`src/rtl/voice_mixer.sv`:
```
// Time-multiplexed voice mixer: one shared multiplier walks the snapshotted voices,
// accumulates gain-scaled terms and presents a saturated mix with a one-cycle strobe.
module voice_mixer #(
  parameter int NUM_VOICES = 4,
  parameter int BITDEPTH   = 14,
  parameter int VOLBITS    = 4
) (
  input  logic                           clk,
  input  logic                           rst,
  input  logic                           sample_clock,
  input  logic [NUM_VOICES*BITDEPTH-1:0] voices_in,
  input  logic [NUM_VOICES*VOLBITS-1:0]  volume,
  output logic signed [BITDEPTH-1:0]     mix_out,
  output logic                           mix_valid,
  output logic                           busy,
  output logic                           overrun
);

  localparam int PW   = BITDEPTH + VOLBITS + 1;
  localparam int CW   = (NUM_VOICES > 1) ? $clog2(NUM_VOICES) : 0;
  localparam int ACCW = PW + CW;
  localparam int IW   = (NUM_VOICES > 1) ? $clog2(NUM_VOICES) : 1;

  localparam logic signed [ACCW-1:0] SAT_MAX = {{(ACCW-BITDEPTH+1){1'b0}}, {(BITDEPTH-1){1'b1}}};
  localparam logic signed [ACCW-1:0] SAT_MIN = {{(ACCW-BITDEPTH+1){1'b1}}, {(BITDEPTH-1){1'b0}}};

  typedef enum logic [1:0] {IDLE, ACCUM, OUTPUT} state_t;

  state_t                     state, next_state;
  logic                       sample_clock_q;
  logic                       start;
  logic [IW-1:0]              index;
  logic signed [BITDEPTH-1:0] samp_q [NUM_VOICES];
  logic [VOLBITS-1:0]         vol_q  [NUM_VOICES];
  logic signed [ACCW-1:0]     acc;
  logic signed [PW-1:0]       product;
  logic signed [PW-1:0]       term;
  logic signed [BITDEPTH-1:0] sat_value;

  assign start = sample_clock & ~sample_clock_q;
  assign busy  = (state == ACCUM);

  // Volume is zero-extended so the product is a true signed x unsigned multiply.
  assign product = PW'(samp_q[index]) * PW'($signed({1'b0, vol_q[index]}));
  assign term    = product >>> 3;

  always_comb begin
    sat_value = acc[BITDEPTH-1:0];
    if (acc > SAT_MAX) begin
      sat_value = SAT_MAX[BITDEPTH-1:0];
    end else if (acc < SAT_MIN) begin
      sat_value = SAT_MIN[BITDEPTH-1:0];
    end
  end

  always_ff @(posedge clk or posedge rst) begin
    if (rst) begin
      state <= IDLE;
    end else begin
      state <= next_state;
    end
  end

  always_comb begin
    next_state = state;
    case (state)
      IDLE:    if (start) next_state = ACCUM;
      ACCUM:   if (index == IW'(NUM_VOICES - 1)) next_state = OUTPUT;
      OUTPUT:  next_state = IDLE;
      default: next_state = IDLE;
    endcase
  end

  // Edge-detect history resets high so a level already high at release is not an edge.
  always_ff @(posedge clk or posedge rst) begin
    if (rst) begin
      sample_clock_q <= 1'b1;
      index          <= '0;
      acc            <= '0;
      mix_out        <= '0;
      mix_valid      <= 1'b0;
      overrun        <= 1'b0;
      for (int i = 0; i < NUM_VOICES; i++) begin
        samp_q[i] <= '0;
        vol_q[i]  <= '0;
      end
    end else begin
      sample_clock_q <= sample_clock;
      mix_valid      <= 1'b0;
      if (start && (state != IDLE)) begin
        overrun <= 1'b1;
      end
      case (state)
        IDLE: begin
          if (start) begin
            acc   <= '0;
            index <= '0;
            for (int i = 0; i < NUM_VOICES; i++) begin
              samp_q[i] <= voices_in[i*BITDEPTH +: BITDEPTH];
              vol_q[i]  <= volume[i*VOLBITS +: VOLBITS];
            end
          end
        end
        ACCUM: begin
          acc   <= acc + ACCW'(term);
          index <= index + IW'(1);
        end
        OUTPUT: begin
          mix_out   <= sat_value;
          mix_valid <= 1'b1;
        end
        default: ;
      endcase
    end
  end

endmodule

```
`config.mk`:
```
export PLATFORM = sky130hd
export DESIGN_NAME = voice_mixer
export DESIGN_NICKNAME = d
export VERILOG_FILES = /design/src/rtl/voice_mixer.sv
export SDC_FILE = /design/constraint.sdc
export NUM_CORES = 1
export LEC_CHECK = 0
export ABC_AREA = 1
export CAP_MARGIN = 15
export CORE_ASPECT_RATIO = 0.8
export CORE_MARGIN = 3
export CORE_UTILIZATION = 58
export CTS_CLUSTER_SIZE = 12
export DETAILED_ROUTE_END_ITERATION = 10
export GPL_TIMING_DRIVEN = 0
export PLACE_DENSITY = 0.8
export SYNTH_ARGS = -nofsm -noshare
export SYNTH_HDL_FRONTEND = slang
export SYNTH_SLANG_ARGS = --single-unit
```
`constraint.sdc`:
```
create_clock -name clk -period 7.41 [get_ports clk]
set_input_delay 1.1115 -clock clk [delete_from_list [all_inputs] [get_ports clk]]
set_output_delay 1.1115 -clock clk [all_outputs]
set_load 0.01 [all_outputs]
```
==> results of run 1 <==
==> worst max-delay path: stages (launching register included) <==
cell and delay, ns:
dfrtp_1 0.45, buf_6 0.18, buf_4 0.20, o21ai_0 0.12, o22ai_1 0.37, inv_1 0.22
buf_2 0.25, nor2_1 0.14, ha_1 0.26, fa_1 0.53, inv_1 0.05, fa_1 0.53
inv_1 0.04, ha_1 0.35, a21oi_1 0.17, nand2_1 0.13, nand2_1 0.08, nand2_1 0.16
a21oi_1 0.26, xnor2_1 0.23, ha_1 0.36, nand2_1 0.15, inv_1 0.07, a21oi_1 0.22
nand2_1 0.10, a21oi_1 0.22, xor2_1 0.23, o21ai_0 0.11
==> per-layer routing <==
| metal | global-route usage (%) | wire [microns] | vias to the layer above |
|---|---|---|---|
| met4 | 7.36 | 366 | 0 |
| met3 | 6.21 | 2270 | 38 |
| met2 | 45.2 | 9640 | 387 |
| li1 | - | - | 3839 |
| met1 | 42.6 | 9880 | 3631 |
| met5 | 0 | 0 | - |
==> state kept, by name, summed over array words and instances, names as in the netlist <==
signal          cells
acc                21
mix_valid           1
samp_q             56
sample_clock_q      1
state               2
vol_q              16
mix_out            14
overrun             1
index               2
==> Yosys cell counts, drive strengths merged, types with 5 or more instances <==
master,count
nand3,44
a21oi,64
xor2,10
buf,24
dfrtp,113
nor2,115
nor3,6
a21o,5
o22ai,5
a32oi,10
o21ai,50
ha,57
fa,30
nand2,423
nand4,6
o21bai,5
inv,152
clkbuf,12
==> final timing paths <==
kind | start | end | slack [ns] | cells after the start
min | samp_q[16] | samp_q[16] | 0.48 | 2
max | index[0] | acc[12] | 1.07 | 27
min reg2reg | samp_q[16] | samp_q[16] | 0.48 | 2
max in group asynchronous | rst | samp_q[4] | 5.49 | 3
max reg2reg | index[0] | acc[12] | 1.07 | 27
min in group asynchronous | rst | mix_out[0] | 1.15 | 2
==> area by class of cell <==
cell class | count | area (sq um) | share of cell area, %
clock inverter | 11 | 90.1 | 0.901
tap | 180 | 225 | 2.25
clock buffer | 20 | 447 | 4.47
inverter | 152 | 573 | 5.73
buffer | 36 | 180 | 1.80
sequential | 114 | 2850 | 28.6
timing repair buffer | 92 | 938 | 9.39
multi-input combinational | 847 | 4690 | 46.9
==> metrics by stage <==
stage | cell area (sq um) | setup WS (ns) | util [%]
2_1_floorplan | 8290 | 2.27 | -
3_3_place_gp | 9430 | 1.29 | 68.4
3_5_place_dp | 9460 | 1.25 | 68.6
4_1_cts | 9990 | 1.23 | 72.5
5_1_grt | 9990 | 0.655 | 72.5
6_report | 9990 | 1.07 | 72.5
==> cell families (layout without fill, tap and decap cells) <==
| logic type | Yosys count | count (layout) | share of synthesized area, % |
|---|---|---|---|
| fa+ha+maj | 87 | 87 | 15.8 |
| flops | 114 | 114 | 34.4 |
| xor+xnor | 13 | 13 | 1.37 |
| buf+inv | 188 | 311 | 9.06 |
| compound gates | 150 | 150 | 10.4 |
| simple gates | 597 | 597 | 28.9 |
==> results by group, run 1 <==
Floorplan
  • Die width: 140 microns
  • Die H: 113 microns
  • Cell Rows: 38
  • # IOs: 92
  • Initial core utilization: roughly 60%
  • Core Area: 13800 sq um
  • Die area: 15800 sq um

Yosys
  • Register bit count reported by yosys: around 110
  • EDFF count, synth: 0
  • Synth Flop Type: dfrtp_1
  • Biggest area consumer among synthesized cells: dfrtp_1
  • Post-Syn Nets: between 1000 and 1500
  • Async set-reset flop share out of synthesis: 100%
  • Seq/Total Area, Yosys: between 30% and 40%
  • Synth top area share: between 30% and 40%
  • Yosys cell types: 39
  • Mean post-synth cell area: 7.22 sq um
  • Warnings, synthesis: 0
  • Synthesized cell area: 8290 sq um
  • Cells after Synth: between 1000 and 1500
  • Dominant cells by area after synthesis: dfrtp_1, nand2_1, ha_1

Drt
  • Wire per inst: 15.3 microns
  • DRC viols: 0
  • Via count: 7895
  • Post-Route WL: 22200 microns
  • Post-route ant nets: 0
  • DR iter-0 viols: 973
  • Pre-antenna DRT Iters: 6
  • Drt via density: 5.44

Timing
  • Post-Route Setup TNS: 0 ns
  • Setup violators final: 0
  • Max-slew violation count: 0
  • Period utilization: between 80% and 90%
  • Slew Limit Headroom: 53.3%
  • Clock skew: 0.0109 ns
  • Fin crit period: 6.34 ns
  • Hold Vio Cnt, Final: 0
  • Fmax: 158 MHz
  • Worst slew pin tran: 0.692 ns
  • Hold WS: 0.476 ns
  • RSZ-0062 raised after global routing: no

Run
  • Max cap viols: 0

Clocking
  • H-tree depth: 4
  • CTS resizes: 0
  • CTS root buf: clkbuf_16
  • Clock transition at path regs: 0.06 ns
  • CTS Buffer Depth: 2
  • Worst-skew pair later-pin latency: 0.42 ns
  • Hold Buf Count CTS: 0
  • TritonCTS buffer count: 17
  • Setup Buffers After CTS: 0
  • CTS tree: done
  • Clock sinks: approximately 110

Placement
  • Placed Cells: 1421
  • GP Congestion: 0.948
  • Post-DP HPWL: around 17000 microns
  • Port buffer count: 91

Cells and area
  • Synth-to-layout area growth: 20.5%
  • Most frequent cells in the layout: nand2_1, inv_1, dfrtp_1
  • N_diodes: 0
  • Post-layout net count: 1422
  • Commonest non-fill, non-tap cell in the layout: nand2_1
  • Non-Filler Instances: between 1000 and 1500
  • # fillers: 1089
  • Layout cell share with drive strength beyond 1: 6.29%

GRT
  • First-pass GRT wire length: 36900 microns
  • Grt ovf: 0
  • Largest net degree at the start of global routing: 64
  • Number of global-route vias before repair: 7529
  • Initial antenna violation count: 0
  • Gr usage total: 29.2%

Critical path
  • CP endpoint kind: flip-flop
  • Top fanout value on the critical path: 10
  • Setup CP Type: flip-flop to flip-flop
  • Worst EP arrival: between 6 and 7 ns
  • WP data required: between 7 and 8 ns
  • Crit start category: flip-flop

Min path
  • Worst min-delay path category: flip-flop to flip-flop

Outcome
  • Result of the run: finished, final reports clean
Power of run 1 is not shown: default switching activity piles up to over one toggle a cycle in this logic, so the estimate is an artifact.
==> inputs of run 2 (changes only) <==
--- a/config.mk
+++ b/config.mk
@@ -9,11 +9,12 @@
 export CAP_MARGIN = 15
 export CORE_ASPECT_RATIO = 0.8
 export CORE_MARGIN = 3
-export CORE_UTILIZATION = 58
+export CORE_UTILIZATION = 65
 export CTS_CLUSTER_SIZE = 12
 export DETAILED_ROUTE_END_ITERATION = 10
+export DONT_BUFFER_PORTS = 1
 export GPL_TIMING_DRIVEN = 0
-export PLACE_DENSITY = 0.8
+export PLACE_DENSITY = 0.79
 export SYNTH_ARGS = -nofsm -noshare
 export SYNTH_HDL_FRONTEND = slang
 export SYNTH_SLANG_ARGS = --single-unit
==> run 2 against run 1 <==
  * Design area fell by 9.0%
  * Cell count down 7.0%
  * First-iteration DRC count down 29%
  * Routed wire length fell by 1.6%
  * Core utilization increased by 1.2 points
  * Count of clock-buffer cells in the layout stayed put
  * Global-route usage up 2.7 points
  * Fmax down 1.2%
  * Register-to-register slack worse by 0.08 ns
  * Clock skew rose by 0.0016 ns
  * Critical path type unchanged
  * Non-clock buffer count down 91
==> results by group, run 2 (synthesized netlist as in run 1, its figures left out) <==
Floorplan
  • # IOs: 92 (unchanged)
  • Die area: 14200 sq um (was 15800 sq um)
  • Core Area: 12300 sq um (was 13800 sq um)
  • Initial core utilization: 67.2% (was 60.1%)
  • Die H: 107 microns (was 113 microns)
  • Die width: 132 microns (was 140 microns)
  • Cell Rows: 36 (was 38)

Min path
  • Hold_sp: vol_q[7] (was samp_q[16])
  • Hold endpoint: vol_q[7] (was samp_q[16])
  • Hold depth: 2 (unchanged)
  • Worst min-delay path category: flip-flop to flip-flop (unchanged)

Clocking
  • Clock sinks: 114 (unchanged)
  • CTS Buffer Depth: 2 (unchanged)
  • Hold Buf Count CTS: 0 (unchanged)
  • TritonCTS buffer count: 17 (unchanged)
  • Setup Buffers After CTS: 0 (unchanged)
  • CTS root buf: clkbuf_16 (unchanged)
  • Clock transition at path regs: 0.05 ns (was 0.06 ns)
  • CTS resizes: 0 (unchanged)
  • CTS tree: done (unchanged)
  • H-tree depth: 4 (unchanged)
  • Worst-skew pair later-pin latency: 0.43 ns (was 0.42 ns)

Timing
  • Worst slew pin tran: 0.675 ns (was 0.692 ns)
  • Period utilization: 86.6% (was 85.6%)
  • Clock skew: 0.0125 ns (was 0.0109 ns)
  • Hold Vio Cnt, Final: 0 (unchanged)
  • Fmax: 156 MHz (was 158 MHz)
  • Fin crit period: 6.42 ns (was 6.34 ns)
  • RSZ-0062 raised after global routing: no (unchanged)
  • Setup violators final: 0 (unchanged)
  • Max-slew violation count: 0 (unchanged)
  • Slew Limit Headroom: 55.0% (was 53.3%)
  • Post-Route Setup TNS: 0 ns (unchanged)

Critical path
  • WP data required: 7.69 ns (about the same)
  • Setup CP Type: flip-flop to flip-flop (unchanged)
  • Worst Reg2Reg Path Length in Cells: 27 (unchanged)
  • Top fanout value on the critical path: 10 (unchanged)
  • Worst reg2reg setup slack: 0.99 ns (was 1.07 ns)
  • CP endpoint kind: flip-flop (unchanged)
  • RR Startpoint: index[0] (unchanged)
  • Worst EP arrival: 6.70 ns (was 6.62 ns)
  • Crit start category: flip-flop (unchanged)
  • FF-to-FF End: acc[12] (unchanged)

Placement
  • DP Area: 8530 sq um (was 9460 sq um)
  • Port buffer count: 0 (was 91)
  • GP Congestion: 0.964 (was 0.948)
  • Post-DP HPWL: 16200 microns (was 16700 microns)

Cells and area
  • Synth-to-layout area growth: 9.69% (was 20.5%)
  • Layout cell share with drive strength beyond 1: 6.69% (was 6.29%)
  • Largest Register: samp_q (unchanged)
  • Max reg flops: 56 (unchanged)
  • Commonest non-fill, non-tap cell in the layout: nand2_1 (unchanged)
  • N_diodes: 0 (unchanged)
  • Most frequent cells in the layout: nand2_1, inv_1, dfrtp_1 (unchanged)
  • Final Instance Area: 9090 sq um (was 9990 sq um)
  • Post-layout net count: 1331 (was 1422)
  • Biggest regs: samp_q (56), acc (21), vol_q (16) (unchanged)

GRT
  • Initial antenna violation count: 0 (unchanged)
  • Largest net degree at the start of global routing: 67 (was 64)
  • Grt ovf: 0 (unchanged)
  • Gr usage total: 31.9% (was 29.2%)
  • First-pass GRT wire length: 35600 microns (was 36900 microns)
  • Number of global-route vias before repair: 7252 (was 7529)

Outcome
  • Result of the run: finished, final reports clean (unchanged)

Drt
  • Pre-antenna DRT Iters: 7 (was 6)
  • Post-route ant nets: 0 (unchanged)
  • DR iter-0 viols: 691 (was 973)
  • DRC viols: 0 (unchanged)
  • Wire per inst: 16.1 microns (was 15.3 microns)
  • Post-Route WL: 21800 microns (was 22200 microns)
  • Drt via density: 5.57 (was 5.44)
  • Via count: 7520 (was 7895)

Run
  • Max cap viols: 0 (unchanged)
-- run 2: cell types whose count changed in the layout (fill, tap and decap cells not counted), sizes merged --
cell           change
clkdlybuf4s50     -91
bufinv             +1
clkinv             -3
clkinvlp           +1
-- run 2: how the worst max path moves through the flow --
stage	startpoint	cells past startpoint	endpoint
3_5_place_dp	index[0]	31	acc[12]
5_1_grt	index[0]	28	acc[20]
6_report	index[0]	27	acc[12]
4_1_cts	index[0]	27	acc[12]
2_1_floorplan	index[0]	33	acc[20]
3_3_place_gp	index[0]	31	acc[12]
-- run 2: critical path, cell delays in order, from the launching register on --
cell and delay (ns):
dfrtp_1 0.47, buf_6 0.19, buf_4 0.19, o21ai_0 0.11
o22ai_1 0.44, inv_1 0.22, buf_2 0.25, nor2_1 0.14
ha_1 0.27, fa_1 0.54, inv_1 0.05, fa_1 0.54
inv_1 0.04, ha_1 0.36, nand3_1 0.10, nand2_1 0.13
nand2_1 0.07, nand2_1 0.20, a21oi_1 0.14, xnor2_1 0.37
ha_1 0.37, nand2_1 0.17, inv_1 0.07, a21oi_1 0.23
nand2_1 0.11, a21oi_1 0.24, xor2_1 0.16, o21ai_0 0.09
-- run 2: layout make-up --
type	count	area (sq um)
Buffer	36	180
Clock buffer	20	447
Clock inverter	10	113
Fill cell	987	3250
Inverter	152	573
Multi-Input combinational cell	847	4690
Sequential cell	114	2850
Tap cell	171	214
Timing Repair Buffer	1	27.5
-- run 2: metrics by stage --
stage               setup WS (ns)  util, %  std cells  hold slack (ns)
floorplan                    2.27        -       1149            0.444
global placement             1.26     68.9       1320            0.459
detailed placement           1.20     69.2       1321            0.465
CTS                          1.15     73.7       1351            0.481
global route                0.659     73.7       1351            0.494
finish                      0.991     73.7       1351            0.477
-- run 2: metal layers --
metal,vias up,track usage [%],routed length [microns]
met3,33,8.21,2150
met2,330,49.3,9370
met5,-,0,0
li1,3658,-,-
met1,3499,45.3,9970
met4,0,8.61,308
Power of run 2 is left out for the same reason.
==> inputs of run 3 (changes only) <==
--- a/config.mk
+++ b/config.mk
@@ -15,6 +15,7 @@
 export DONT_BUFFER_PORTS = 1
 export GPL_TIMING_DRIVEN = 0
 export PLACE_DENSITY = 0.79
+export SETUP_SLACK_MARGIN = 0.05
 export SYNTH_ARGS = -nofsm -noshare
 export SYNTH_HDL_FRONTEND = slang
 export SYNTH_SLANG_ARGS = --single-unit
==> results of run 3 <==
No change in the layout: final DEF, timing and power equal those of run 2.
Power of run 3 is left out for the same reason.
